--- config.mk ---
export PLATFORM = sky130hd
export DESIGN_NAME = display_scan_ctrl
export DESIGN_NICKNAME = d
export VERILOG_FILES = /design/src/rtl/display_scan_ctrl.sv
export SDC_FILE = /design/constraint.sdc
export NUM_CORES = 1
export LEC_CHECK = 0
export CORE_AREA = 8 8 108 110
export CTS_CLUSTER_SIZE = 8
export DETAILED_ROUTE_END_ITERATION = 6
export DIE_AREA = 0 0 116 118
export PLACE_DENSITY_LB_ADDON = 0.08
export SLEW_MARGIN = 0
export SYNTH_ARGS = -nofsm -noshare
export SYNTH_HDL_FRONTEND = slang
export SYNTH_SLANG_ARGS = --single-unit
--- constraint.sdc ---
create_clock -name clk -period 6.8 [get_ports clk]
set_input_delay 1.36 -clock clk [delete_from_list [all_inputs] [get_ports clk]]
set_output_delay 1.36 -clock clk [all_outputs]
set_load 0.005 [all_outputs]
--- src/rtl/display_scan_ctrl.sv ---
// Multiplexed 4-digit hex display scanner with guard gaps,
// leading-zero blanking and frame-synchronous (tear-free) value updates.
module display_scan_ctrl #(
  parameter int DIV   = 100000,
  parameter int GUARD = 2
) (
  input  logic        clk,
  input  logic        reset_n,
  input  logic        en,
  input  logic [15:0] value,
  input  logic        load,
  input  logic        lz_en,
  input  logic [3:0]  dp_in,
  output logic [3:0]  an,
  output logic [3:0]  hex,
  output logic        blank,
  output logic        dp,
  output logic        frame_done
);

  localparam int CW = $clog2(DIV);
  localparam logic [CW-1:0] G_END = CW'(GUARD - 1);
  localparam logic [CW-1:0] S_END = CW'(DIV - 1);

  typedef enum logic [1:0] {
    S_IDLE,
    S_GUARD,
    S_ON
  } st_t;

  st_t         st, st_n;
  logic [1:0]  d, d_n;
  logic [CW-1:0] cnt, cnt_n;
  logic [15:0] disp, stage;
  logic        pend, fd;
  logic        bnd;
  logic [15:0] hi;
  logic        supp;

  // cnt spans the whole slot; the guard is its first GUARD counts
  assign bnd = en && (st == S_ON) && (d == 2'd3) && (cnt == S_END);

  always_comb begin
    st_n  = st;
    d_n   = d;
    cnt_n = cnt;
    if (!en) begin
      st_n  = S_IDLE;
      d_n   = '0;
      cnt_n = '0;
    end else begin
      unique case (st)
        S_IDLE: begin
          st_n  = S_GUARD;
          d_n   = '0;
          cnt_n = '0;
        end
        S_GUARD: begin
          cnt_n = cnt + CW'(1);
          if (cnt == G_END) st_n = S_ON;
        end
        S_ON: begin
          if (cnt == S_END) begin
            st_n  = S_GUARD;
            cnt_n = '0;
            d_n   = d + 2'd1;
          end else begin
            cnt_n = cnt + CW'(1);
          end
        end
        default: st_n = S_IDLE;
      endcase
    end
  end

  always_ff @(posedge clk or negedge reset_n) begin
    if (!reset_n) begin
      st    <= S_IDLE;
      d     <= '0;
      cnt   <= '0;
      fd    <= 1'b0;
      disp  <= '0;
      stage <= '0;
      pend  <= 1'b0;
    end else begin
      st  <= st_n;
      d   <= d_n;
      cnt <= cnt_n;
      fd  <= bnd;
      if (bnd) begin
        if (load)      disp <= value;
        else if (pend) disp <= stage;
        pend <= 1'b0;
      end else if (load) begin
        stage <= value;
        pend  <= 1'b1;
      end
    end
  end

  assign hi   = disp >> {d, 2'b00};
  assign supp = lz_en && (d != 2'd0) && (hi == 16'h0000);

  always_comb begin
    an    = 4'b1111;
    blank = 1'b1;
    dp    = 1'b1;
    hex   = hi[3:0];
    if (st == S_ON && !supp) begin
      an    = ~(4'b0001 << d);
      blank = 1'b0;
      dp    = ~dp_in[d];
    end
  end

  assign frame_done = fd;

endmodule

==> flow_summary.toml <==
[min_path]
worstHoldStart = "stage[3]"
hold_end = "stage[3]"
hp-class = "reg -> reg"
hold_path_depth = 1

[floorplan]
die_w_um = 116
die_h_um = 118
core_area_mm2 = 0.01000
io_pins = 36
die_area_mm2 = 0.01369
initial_core_util = 0.3402
rows = 37

[grt]
grt_max_degree = 56
grt_first_pass_wirelength_um = 14780
grt_usage = 0.1354
grt_pass1_vias = 2756
overflow = 0
antenna_found_initial = 0

[worst_setup_path]
reg2reg_from = "cnt[0]"
crit_fanout = 5
critPathLaunchType = "input pin"
cp-end-kind = "output pin"
r2r.worst_path.cells = 6
worstSetupPathType = "in -> out"
r2r-end = "disp[7]"
r2r_setup_slack_ns = 3.92
cp_data_required_time_ns = 5.44
arrival_ns = 3.05

[timing]
tightest_slew_ns = 1.174
rsz0062_at_grt = "false"
finClkSkew_ns = 0.01076
finalSetupTns_ns = 0
fin_ws_ns = 2.385
fin_crit_sh = 0.6492
fmax_ghz = 0.2265
drv_slew = 0
relSlewSlack = 0.2102
setup_viol = 0
hold_viol = 0
fin_crit_ns = 4.415

[route]
remaining_drc_errors = 0
drtAntennaViolNets = 0
routedWlPerCell_um = 17.51
first_iter_violations = 185
firstDrtPassIters = 5
viasPerCell = 5.286
wl_um = 8880
vias = 2680

[final_layout]
regArea_mm2 = 0.001376
multiInputGateArea_mm2 = 0.001799
drive_gt1_frac = 0.1563
fillCellCount = 1039
antennaDiodeCount = 0
syn_to_final_growth_pct = 12.54
utilization = 0.3829
num-nets-final = 405

[clocking]
path_clk_slew_ns = 0.10
worstSkewPairLatency_ns = 0.32
clockBufferDepth = 2
htree_levels = 2
cts_root_buffer = "clkbuf_8"
cts_hold_buf = 0
cts_tree = "built"
cts.sinks = 55
numCtsBuffers = 5
cts_setup_buffers = 0
cts_resized = 0

[placement]
port_buffers = 35
place_ws_ns = 2.384
dp_hpwl_um = 5849
place.gp.congestion = 0.7638

[pwr]
seqPwrFrac = 0.504
intPower_mw = 0.4847
total_power_mw = 0.7030
vdd_drop_max_mv = 0.07846
clockPowerShare = 0.271
combPwrFrac = 0.225
p_per_area_mw_per_mm2 = 183.6
p_sw_mw = 0.2183
netSwitchingFraction = 0.3105
cellLeakagePower_nw = 1.473

[logic_synthesis]
synth-edff-count = 0
syn-cell-area_mm2 = 0.003402
synth_area_per_cell_um2 = 9.637
synthFlopType = "dfrtp_1"
ys_seq_elements = 55
async_reset_ff_frac = 1.000
ys_warn_count = 0
synth_cell_types = 51
syn_inst = 353
syn-num-nets = 388
synth-seq-area-share = 0.4046

[outcome]
status = "completed"

[flow_run]
maxCapViolations = 0
==> worst max-delay path: stages <==
cell and delay (ns):
clkdlybuf4s50_1 0.47, nor4b_1 0.22, and3_1 0.22, a31oi_1 0.16, nand2_1 0.11, clkdlybuf4s50_1 0.51
==> routing by layer <==
layer	vias up	track usage	part of all wire
li1	1315	-	-
met5	-	0	0
met2	55	0.1996	0.43
met4	0	0.03325	0.0071
met1	1305	0.1915	0.51
met3	5	0.03335	0.054
==> logic make-up after synthesis <==
logic type / after synthesis / synth area share
adder cells (fa/ha/maj): 10 / 0.03678
flip-flops: 55 / 0.4046
AO/OA/AOI/OAI: 73 / 0.1368
multiplexers: 23 / 0.09599
buffers and inverters: 37 / 0.06657
AND/OR/NAND/NOR: 155 / 0.2593
==> layout make-up <==
| cell class | instances | area share |
|---|---|---|
| multi-input cells | 261 | 0.4699 |
| inverters | 11 | 0.01078 |
| well taps | 136 | 0.04444 |
| flip-flops and latches | 55 | 0.3595 |
| clock inverters | 3 | 0.005229 |
| repair buffers | 36 | 0.09216 |
| clock buffers | 5 | 0.01797 |
==> cell usage after synthesis, drive strengths merged (7+ instances only) <==
cell	n	area, um^2
buf	16	146.4
nor2	35	131.4
nor4	7	43.79
a31oi	13	81.33
nand3	11	55.05
ha	10	125.1
mux2	17	229.0
nand4	7	58.81
dfrtp	55	1376
a21oi	27	135.1
nand2	26	105.1
o21ai	9	45.04
nor3	18	126.4
clkbuf	10	38.78
or2	15	93.84
inv	11	41.29
or4	16	120.1
==> layout by cell type (no fill, tap or decap), types with 3 or more instances in the layout <==
master	instances
a21oi_1	27
a22oi_1	3
a31oi_1	13
a41oi_1	4
clkbuf_8	5
clkdlybuf4s50_1	34
dfrtp_1	55
ha_1	10
inv_1	11
mux2_2	7
mux2_4	10
mux2i_1	3
mux4_2	3
nand2_1	25
nand2b_1	4
nand3_1	11
nand4_1	6
nor2_1	35
nor2b_1	3
nor3_1	12
nor3_2	5
nor4_1	7
o21ai_0	9
o31a_1	4
o31ai_1	3
or2_2	15
or4_1	16
==> power groups by stage <==
stage          sequential (mW)  combinational (mW)  clock, mW
6_report                 0.355               0.158      0.191
5_1_grt                  0.358               0.178      0.211
4_1_cts                  0.355               0.160      0.198
3_5_place_dp             0.362               0.159          0
3_3_place_gp             0.361               0.158          0
2_1_floorplan            0.358               0.113          0
==> through the flow <==
| step | cell area [um^2] | hold slack (ns) | std cells |
|---|---|---|---|
| CTS | 3829 | 0.5137 | 507 |
| floorplan | 3402 | 0.4657 | 353 |
| global route | 3829 | 0.5337 | 507 |
| global placement | 3740 | 0.4808 | 499 |
| finish | 3829 | 0.5093 | 507 |
| detailed placement | 3740 | 0.4895 | 499 |
==> flip-flops by register name (all words and copies together) (netlist names) <==
name and cells:
cnt 17, disp 16, stage 16, d 2, st 2, frame_done 1
pend 1
==> worst max path at each step <==
stage               start     to  slack [ns]  depth (start not counted)
finish              lz_en  an[2]        2.39                          6
global route        lz_en  an[2]        2.29                          6
CTS                 lz_en  an[2]        2.38                          6
detailed placement  lz_en  an[2]        2.38                          6
global placement    lz_en  an[2]        2.37                          6
floorplan           lz_en  an[0]        3.42                          4
Power figures use the tool's default switching activity.
